$ cat config.mk
export PLATFORM = sky130hd
export DESIGN_NAME = multicycle_control_flat
export DESIGN_NICKNAME = d
export VERILOG_FILES = /design/src/rtl/multicycle_control_if.sv /design/src/rtl/multicycle_control.sv /design/src/flat_wrapper.sv
export SDC_FILE = /design/constraint.sdc
export NUM_CORES = 1
export LEC_CHECK = 0
export BUFFER_PORTS_ARGS = -buffer_cell sky130_fd_sc_hd__buf_2
export CAP_MARGIN = 10
export CORE_MARGIN = 5
export CORE_UTILIZATION = 35
export DETAILED_ROUTE_END_ITERATION = 10
export PLACE_DENSITY_LB_ADDON = 0.2
export RECOVER_POWER = 25
export SLEW_MARGIN = 25
export SYNTH_ARGS = -nofsm -noshare
export SYNTH_HDL_FRONTEND = slang
export SYNTH_SLANG_ARGS = --single-unit
$ cat constraint.sdc
create_clock -name clk -period 1.8 [get_ports clk]
set_input_delay 0 -clock clk [delete_from_list [all_inputs] [get_ports clk]]
set_output_delay 0 -clock clk [all_outputs]
set_load 0.1 [all_outputs]
$ cat src/rtl/multicycle_control_if.sv
// ---------------------------------------------------------------------------
// multicycle_control_if
// Memory handshake between the multi-cycle controller and the memory system.
//   mem_req   : access request, held for as long as the access is pending
//   mem_we    : write qualifier for mem_req (1 = store)
//   mem_ready : access complete; read data is valid in this cycle
// The master modport is the controller side and the slave modport is the
// memory side.
// ---------------------------------------------------------------------------
interface multicycle_control_if;
    logic mem_req;
    logic mem_we;
    logic mem_ready;

    modport master (
        output mem_req,
        output mem_we,
        input  mem_ready
    );

    modport slave (
        input  mem_req,
        input  mem_we,
        output mem_ready
    );
endinterface

$ cat src/rtl/multicycle_control.sv
// ---------------------------------------------------------------------------
// multicycle_control
// Multi-cycle control unit.  Each instruction is sequenced through
// FETCH -> DECODE -> EXEC -> MEM -> WB.  Not every instruction visits every
// state.  The unit keeps the Z/N status flags, resolves the extended
// branch/jump set (bz, brz, bmn, jmor, jalm, jspal) and guards every memory
// wait with a configurable timeout.
//
// Parameters
//   MEM_TIMEOUT : maximum wait cycles per memory access (0 = no timeout)
//   TMO_W       : timeout counter width, 2**TMO_W > MEM_TIMEOUT
//   CNT_W       : retired-instruction counter width
//
// Ports
//   clk, rst_n        : clock (rising edge), asynchronous active-low reset
//   mem               : memory handshake (mem_req / mem_we / mem_ready)
//   opcode, funct     : instruction fields, valid from DECODE onward
//   alu_zero, alu_neg : ALU status of the current result
//   ir_write, pc_write, pc_src, reg_write, reg_dst, mem_to_reg,
//   alu_src, alu_op   : datapath strobes and mux selects
//   flag_z, flag_n    : status flag register
//   state             : 0 FETCH, 1 DECODE, 2 EXEC, 3 MEM, 4 WB
//   timeout_err       : sticky memory timeout indication
//   instr_count       : retired instructions
//
// Optional feature
//   MULTICYCLE_PERF_CNT_EN : when defined, instr_count counts retired
//   instructions (modulo 2**CNT_W).  Otherwise it is tied to zero.
// ---------------------------------------------------------------------------
module multicycle_control #(
    parameter int MEM_TIMEOUT = 16,
    parameter int TMO_W       = 8,
    parameter int CNT_W       = 32
) (
    input  logic                   clk,
    input  logic                   rst_n,
    multicycle_control_if.master   mem,
    input  logic [5:0]             opcode,
    input  logic [5:0]             funct,
    input  logic                   alu_zero,
    input  logic                   alu_neg,
    output logic                   ir_write,
    output logic                   pc_write,
    output logic [2:0]             pc_src,
    output logic                   reg_write,
    output logic [1:0]             reg_dst,
    output logic [1:0]             mem_to_reg,
    output logic                   alu_src,
    output logic [1:0]             alu_op,
    output logic                   flag_z,
    output logic                   flag_n,
    output logic [2:0]             state,
    output logic                   timeout_err,
    output logic [CNT_W-1:0]       instr_count
);

    typedef enum logic [2:0] {
        S_FETCH  = 3'd0,
        S_DECODE = 3'd1,
        S_EXEC   = 3'd2,
        S_MEM    = 3'd3,
        S_WB     = 3'd4
    } state_t;

    typedef enum logic [3:0] {
        C_NOP, C_RTYPE, C_LW, C_SW, C_BEQ, C_BZ, C_BRZ,
        C_BMN, C_JMOR, C_JALM, C_JSPAL
    } class_t;

    localparam logic [TMO_W-1:0] TMO_LAST =
        TMO_W'((MEM_TIMEOUT > 0) ? MEM_TIMEOUT - 1 : 0);

    state_t           cur_state;
    state_t           nxt_state;
    class_t           cls;
    class_t           dec_cls;
    logic [TMO_W-1:0] tmo_cnt;
    logic             req;
    logic             we;
    logic             waiting;
    logic             tmo_hit;
    logic             upd_flags;

    assign state       = cur_state;
    assign mem.mem_req = req;
    assign mem.mem_we  = we;

    // Classify the instruction.  brz and jmor share opcode 0 with the
    // R-type group and are told apart by funct.
    always_comb begin
        dec_cls = C_NOP;
        case (opcode)
            6'd0: begin
                if (funct == 6'd20)
                    dec_cls = C_BRZ;
                else if (funct == 6'd37)
                    dec_cls = C_JMOR;
                else
                    dec_cls = C_RTYPE;
            end
            6'd35:   dec_cls = C_LW;
            6'd43:   dec_cls = C_SW;
            6'd4:    dec_cls = C_BEQ;
            6'd21:   dec_cls = C_BMN;
            6'd24:   dec_cls = C_BZ;
            6'd19:   dec_cls = C_JALM;
            6'd23:   dec_cls = C_JSPAL;
            default: dec_cls = C_NOP;
        endcase
    end

    // The limit is hit on the last permitted waiting cycle.  A mem_ready in
    // that same cycle is not a wait, so the access completes normally.
    assign waiting = req && !mem.mem_ready;
    assign tmo_hit = (MEM_TIMEOUT > 0) && waiting && (tmo_cnt == TMO_LAST);

    // Next state and all strobes.  Everything is held at zero while reset
    // is asserted, so no request or write can escape mid-reset.
    always_comb begin
        nxt_state  = cur_state;
        req        = 1'b0;
        we         = 1'b0;
        ir_write   = 1'b0;
        pc_write   = 1'b0;
        pc_src     = 3'd0;
        reg_write  = 1'b0;
        reg_dst    = 2'd0;
        mem_to_reg = 2'd0;
        alu_src    = 1'b0;
        alu_op     = 2'b00;
        upd_flags  = 1'b0;
        if (rst_n) begin
            case (cur_state)
                S_FETCH: begin
                    req = 1'b1;
                    if (mem.mem_ready) begin
                        ir_write  = 1'b1;
                        pc_write  = 1'b1;
                        nxt_state = S_DECODE;
                    end
                end
                S_DECODE: nxt_state = S_EXEC;
                S_EXEC: begin
                    nxt_state = S_FETCH;
                    case (cls)
                        C_RTYPE: begin
                            alu_op    = 2'b10;
                            nxt_state = S_WB;
                        end
                        C_LW, C_SW, C_JMOR, C_JALM: begin
                            alu_src   = 1'b1;
                            nxt_state = S_MEM;
                        end
                        C_BEQ: begin
                            alu_op = 2'b01;
                            if (alu_zero) begin
                                pc_write = 1'b1;
                                pc_src   = 3'd1;
                            end
                        end
                        C_BZ: begin
                            if (flag_z) begin
                                pc_write = 1'b1;
                                pc_src   = 3'd1;
                            end
                        end
                        C_BRZ: begin
                            if (flag_z) begin
                                pc_write = 1'b1;
                                pc_src   = 3'd2;
                            end
                        end
                        C_BMN: begin
                            alu_src = 1'b1;
                            if (flag_n)
                                nxt_state = S_MEM;
                        end
                        C_JSPAL: begin
                            reg_write  = 1'b1;
                            reg_dst    = 2'd2;
                            mem_to_reg = 2'd2;
                            pc_write   = 1'b1;
                            pc_src     = 3'd4;
                        end
                        default: nxt_state = S_FETCH;
                    endcase
                end
                S_MEM: begin
                    req = 1'b1;
                    we  = (cls == C_SW);
                    if (mem.mem_ready) begin
                        nxt_state = S_FETCH;
                        case (cls)
                            C_LW: nxt_state = S_WB;
                            C_BMN, C_JMOR: begin
                                pc_write = 1'b1;
                                pc_src   = 3'd3;
                            end
                            C_JALM: begin
                                pc_write   = 1'b1;
                                pc_src     = 3'd3;
                                reg_write  = 1'b1;
                                reg_dst    = 2'd2;
                                mem_to_reg = 2'd2;
                            end
                            default: nxt_state = S_FETCH;
                        endcase
                    end
                end
                S_WB: begin
                    nxt_state = S_FETCH;
                    if (cls == C_RTYPE) begin
                        reg_write = 1'b1;
                        reg_dst   = 2'd1;
                        upd_flags = 1'b1;
                    end else if (cls == C_LW) begin
                        reg_write  = 1'b1;
                        mem_to_reg = 2'd1;
                    end
                end
                default: nxt_state = S_FETCH;
            endcase
            // A timeout abandons the access; an abort from FETCH simply
            // re-issues the same fetch.
            if (tmo_hit)
                nxt_state = S_FETCH;
        end
    end

    // State register and the class latched during DECODE.
    always_ff @(posedge clk or negedge rst_n) begin
        if (!rst_n) begin
            cur_state <= S_FETCH;
            cls       <= C_NOP;
        end else begin
            cur_state <= nxt_state;
            if (cur_state == S_DECODE)
                cls <= dec_cls;
        end
    end

    // Status flags, written only by an R-type write-back.
    always_ff @(posedge clk or negedge rst_n) begin
        if (!rst_n) begin
            flag_z <= 1'b0;
            flag_n <= 1'b0;
        end else if (upd_flags) begin
            flag_z <= alu_zero;
            flag_n <= alu_neg;
        end
    end

    // Wait counter restarts whenever a new access begins (state change or
    // abort) and counts cycles spent waiting on mem_ready.
    always_ff @(posedge clk or negedge rst_n) begin
        if (!rst_n) begin
            tmo_cnt     <= '0;
            timeout_err <= 1'b0;
        end else begin
            if (tmo_hit)
                timeout_err <= 1'b1;
            if ((nxt_state != cur_state) || tmo_hit)
                tmo_cnt <= '0;
            else if (waiting)
                tmo_cnt <= tmo_cnt + 1'b1;
        end
    end

`ifdef MULTICYCLE_PERF_CNT_EN
    logic             retire;
    logic [CNT_W-1:0] cnt_q;

    assign retire = (nxt_state == S_FETCH) && (cur_state != S_FETCH) && !tmo_hit;

    // Retired-instruction counter; aborted accesses do not count.
    always_ff @(posedge clk or negedge rst_n) begin
        if (!rst_n)
            cnt_q <= '0;
        else if (retire)
            cnt_q <= cnt_q + 1'b1;
    end

    assign instr_count = cnt_q;
`else
    assign instr_count = '0;
`endif

endmodule

$ cat src/flat_wrapper.sv
// flat-port wrapper written by rule: the top's interface ports become plain ports
module multicycle_control_flat 
#(
    parameter int MEM_TIMEOUT = 16,
    parameter int TMO_W       = 8,
    parameter int CNT_W       = 32
)
  (clk, rst_n, opcode, funct, alu_zero, alu_neg, ir_write, pc_write, pc_src, reg_write, reg_dst, mem_to_reg, alu_src, alu_op, flag_z, flag_n, state, timeout_err, instr_count, mem_mem_req, mem_mem_we, mem_mem_ready);
  multicycle_control_if mem_i ();
  input  logic clk;
  input  logic rst_n;
  input  logic [5:0] opcode;
  input  logic [5:0] funct;
  input  logic alu_zero;
  input  logic alu_neg;
  output logic ir_write;
  output logic pc_write;
  output logic [2:0] pc_src;
  output logic reg_write;
  output logic [1:0] reg_dst;
  output logic [1:0] mem_to_reg;
  output logic alu_src;
  output logic [1:0] alu_op;
  output logic flag_z;
  output logic flag_n;
  output logic [2:0] state;
  output logic timeout_err;
  output logic [CNT_W-1:0] instr_count;
  output wire logic [$bits(mem_i.mem_req)-1:0] mem_mem_req;
  output wire logic [$bits(mem_i.mem_we)-1:0] mem_mem_we;
  input wire logic [$bits(mem_i.mem_ready)-1:0] mem_mem_ready;
  assign mem_mem_req = mem_i.mem_req;
  assign mem_mem_we = mem_i.mem_we;
  assign mem_i.mem_ready = mem_mem_ready;
  multicycle_control #(.MEM_TIMEOUT(MEM_TIMEOUT), .TMO_W(TMO_W), .CNT_W(CNT_W)) u_core (.clk(clk), .rst_n(rst_n), .mem(mem_i), .opcode(opcode), .funct(funct), .alu_zero(alu_zero), .alu_neg(alu_neg), .ir_write(ir_write), .pc_write(pc_write), .pc_src(pc_src), .reg_write(reg_write), .reg_dst(reg_dst), .mem_to_reg(mem_to_reg), .alu_src(alu_src), .alu_op(alu_op), .flag_z(flag_z), .flag_n(flag_n), .state(state), .timeout_err(timeout_err), .instr_count(instr_count));
endmodule
==> summary.md <==
| Metric | Value |
|---|---|
| Outcome | complete, but fails checks |
| Failing checks | negative setup slack |
| Top fanout value on the critical path | 6 |
| Origin of the critical flop-to-flop path | u_core.state[0]$_DFF_PN0_ |
| Max-Cap Viols | 0 |
| Final nets | 280 |
| Final max-slew violation count | 0 |
| Hold depth | 2 |
| Die area | 6260 sq um |
| WL/cell | 13.9 um |
| Vias in the first global route | 1467 |
| DIE WIDTH | 79.1 um |
| RR Endpoint | u_core.tmo_cnt[7]$_DFFE_PN0P_ |
| Share of layout cells above drive strength 1 | 44.8% |
| Worst-margin pin slew | 1.17 ns |
| # diodes | 0 |
| Setup slack after layout | -0.0273 ns |
| Row count | 25 |
| First DRT Iteration DRCs | 83 |
| Ports | 70 |
| Endpoints failing setup | 1 |
| Initial Util | 35.7% |
| Logic pwr share | 69.6% |
| Worst R2R Path Depth | 5 |
| Core area | 4690 sq um |
| DR vias | 1607 |
| Crit path max-delay family | simple AND/OR/NAND/NOR gates |
| First-pass GRT wire length | 6.89 mm |
| Antenna viol nets, final | 0 |
| Synthesized area per cell | 8.41 sq um |
| Total Power | 3.39 mW |
| Sw Pwr | 1.83 mW |
| Largest cells by area after synthesis | dfrtp_1, buf_4, nor2_1, nand3_1, nand2b_1 |
| Crit path required time | 1.80 ns |
| Buf/Inv on CP | 1 |
| Slew margin rel. | 22.4% |
| Syn Std Cell Area | 1670 sq um |
| Dominant synthesized flop cell | dfrtp_1 |
| Clock power share | 9.9% |
| Crit Path Class | reg -> out |
| Via density | 5.10 |
| Flop-to-flop setup slack | 0.05 ns |
| CTS root buffer | clkbuf_8 |
| Sink Count | 18 |
| Setup tns final | -0.0273 ns |
| Fmax | 547 MHz |
| CTS tree | done |
| Clock Pin Slew Worst Setup and Hold Paths | 0.07 ns |
| Critical Path End Type | output pin |
| Min Tclk post-route | 1.83 ns |
| Gp weighted congestion | 0.860 |
| PwrDens | 1350 nW/um^2 |
| Final Hold Fails | 0 |
| Die Span Y | 79.1 um |
| Netlist cell types | 53 |
| Initial antenna violation count | 0 |
| Cell internal pwr | 1.55 mW |
| Register area share after synthesis | 26.9% |
| RSZ-0062 raised after global routing | true |
| Post-synth top area share | 26.9% |
| Sequential Power Share | 20.5% |
| Placed wire-length estimate | 3.26 mm |
| Gate Count Post-Synth | 199 |
| Slowest stage cell, crit path | dfrtp_1 |
| Most Crowded Layer GR | met2 |
| Drt drc | 0 |
| Worst min-delay path endpoint | u_core.flag_z$_DFFE_PN0P_ |
| Lkg Pwr | 1.08 nW |
| Final WL | 4.38 mm |
| Port Buffer Count | 37 |
| Final worst-path cycle share | 102% |
| CTS Buffer Depth | 2 |
| Met1 Use GR | 18.3% |
| Total GRT Usage | 13.6% |
| Met3 Usage GRT | 1.81% |
| Switching share of total power | 54.1% |
| CP startpoint kind | register |
| VDD IR max | 0.000438 V |
| Cell chain of the critical path | nand2b_1, nor4_2, o21ai_2, a31oi_4, buf_12 |
| #FFs+latches synth | 18 |
| P&R area growth vs syn | 50.0% |
| EDFF count, synth | 0 |
| Largest net degree at the start of global routing | 16 |
| Clock skew | 0.00313 ns |
| CP max stage delay | 0.43 ns |
| # H-tree levels | 1 |
| Met2 GRT Util | 22.0% |
| Top-count cell post-synth | buf_4 |
| Cts bufs inserted | 3 |
| Ys async rst share | 100% |
| Min-Delay Path Class | in -> reg |
| Worst path depth | 5 |
| Area leader, netlist | dfrtp_1 |
| Synthesis Warnings | 0 |
| Skew-Pair Late Insertion Delay | 0.26 ns |
| Global route total overflow | 0 |
| Drt first pass iters | 4 |
| Top cells by count, synth | buf_4, nor2_1, dfrtp_1 |
| CP arrival | 1.83 ns |
| Hold path start | alu_zero |
-- registers in the layout (all words and copies together) (netlist names) --
name / flops
u_core.state: 3
u_core.tmo_cnt: 8
u_core.flag_z: 1
u_core.flag_n: 1
u_core.cls: 4
u_core.timeout_err: 1
-- how the worst max path moves through the flow --
stage                                         start                       endpoint  slack [ns]
after floorplan           u_core.state[0]$_DFF_PN0_                     reg_dst[1]       -0.72
after global placement    u_core.state[1]$_DFF_PN0_  u_core.tmo_cnt[1]$_DFFE_PN0P_        0.01
after detailed placement  u_core.state[1]$_DFF_PN0_  u_core.tmo_cnt[1]$_DFFE_PN0P_        0.02
after CTS                 u_core.state[2]$_DFF_PN0_                       pc_write       -0.04
after global routing      u_core.cls[3]$_DFFE_PN0P_                       pc_write       -0.13
final                     u_core.cls[3]$_DFFE_PN0P_                       pc_write       -0.03
-- worst reg2reg max path, cell delays in order, from the launching register on --
cell and delay, ns:
dfrtp_4 0.56, buf_4 0.20, xnor2_2 0.16, nand2_2 0.11, or4_4 0.52, a21oi_2 0.14
-- layout by cell type (no fill, tap or decap), types with 5 or more instances in the layout --
| cell | n |
|---|---|
| buf_2 | 20 |
| conb_1 | 32 |
| nor3_1 | 6 |
| dfrtp_1 | 11 |
| nand2_1 | 5 |
| nor2_4 | 6 |
| buf_12 | 15 |
| nand3_1 | 9 |
| buf_4 | 24 |
| nor2_1 | 15 |
| a21oi_1 | 5 |
-- cell type report --
| cell class | count | area (sq um) |
|---|---|---|
| fillers | 413 | 2180 |
| multi-input cells | 168 | 1250 |
| repair buffers | 66 | 648 |
| flip-flops and latches | 18 | 467 |
| well taps | 54 | 67.6 |
| clock buffers | 4 | 55.1 |
| inverters | 5 | 22.5 |
-- stage by stage --
| stage | std cells | instance area (sq um) | hold WS, ns | setup WS, ns | util (%) |
|---|---|---|---|---|---|
| global placement | 294 | 2210 | -0.142 | 0.0118 | 47.0 |
| finish | 315 | 2510 | 0.00395 | -0.0273 | 53.5 |
| floorplan | 230 | 1970 | -0.296 | -0.725 | - |
| CTS | 302 | 2320 | 0.00261 | -0.0442 | 49.4 |
| global route | 315 | 2510 | 0.0123 | -0.135 | 53.5 |
| detailed placement | 294 | 2210 | -0.144 | 0.0226 | 47.0 |
-- layer usage --
layer | vias up | share of wire (%)
li1 | 784 | -
met1 | 758 | 43
met2 | 61 | 50
met3 | 4 | 6.4
met4 | 0 | 0.96
met5 | - | 0
-- what timing repair did --
item	CTS	global route
endpoints found under the hold margin	11	0
endpoints found under the setup margin	5	21
setup buffers	1	13
resized for setup	6	18
pin swaps	1	5
hold buffers	3	0
-- cells by family (layout without fill, tap and decap cells) --
group           after synthesis  after routing  share of synthesized area, %
other cells                   1             32                         0.224
flops                        18             18                          26.9
simple gates                 86             86                          30.0
compound gates               36             36                          15.8
buf+inv                      44             75                          18.6
mux                           4              4                          2.54
fa+ha+maj                     1              1                         0.748
xor+xnor                      9              9                          5.16
-- power by group through the flow --
stage          Combinational, mW  Clock (mW)  Sequential, mW
6_report                    2.36       0.336           0.693
5_1_grt                     2.50       0.371           0.714
4_1_cts                     2.04       0.346           0.703
3_5_place_dp                1.99           0           0.709
3_3_place_gp                1.99           0           0.700
2_1_floorplan               1.51           0           0.800
Power figures use the tool's default switching activity.
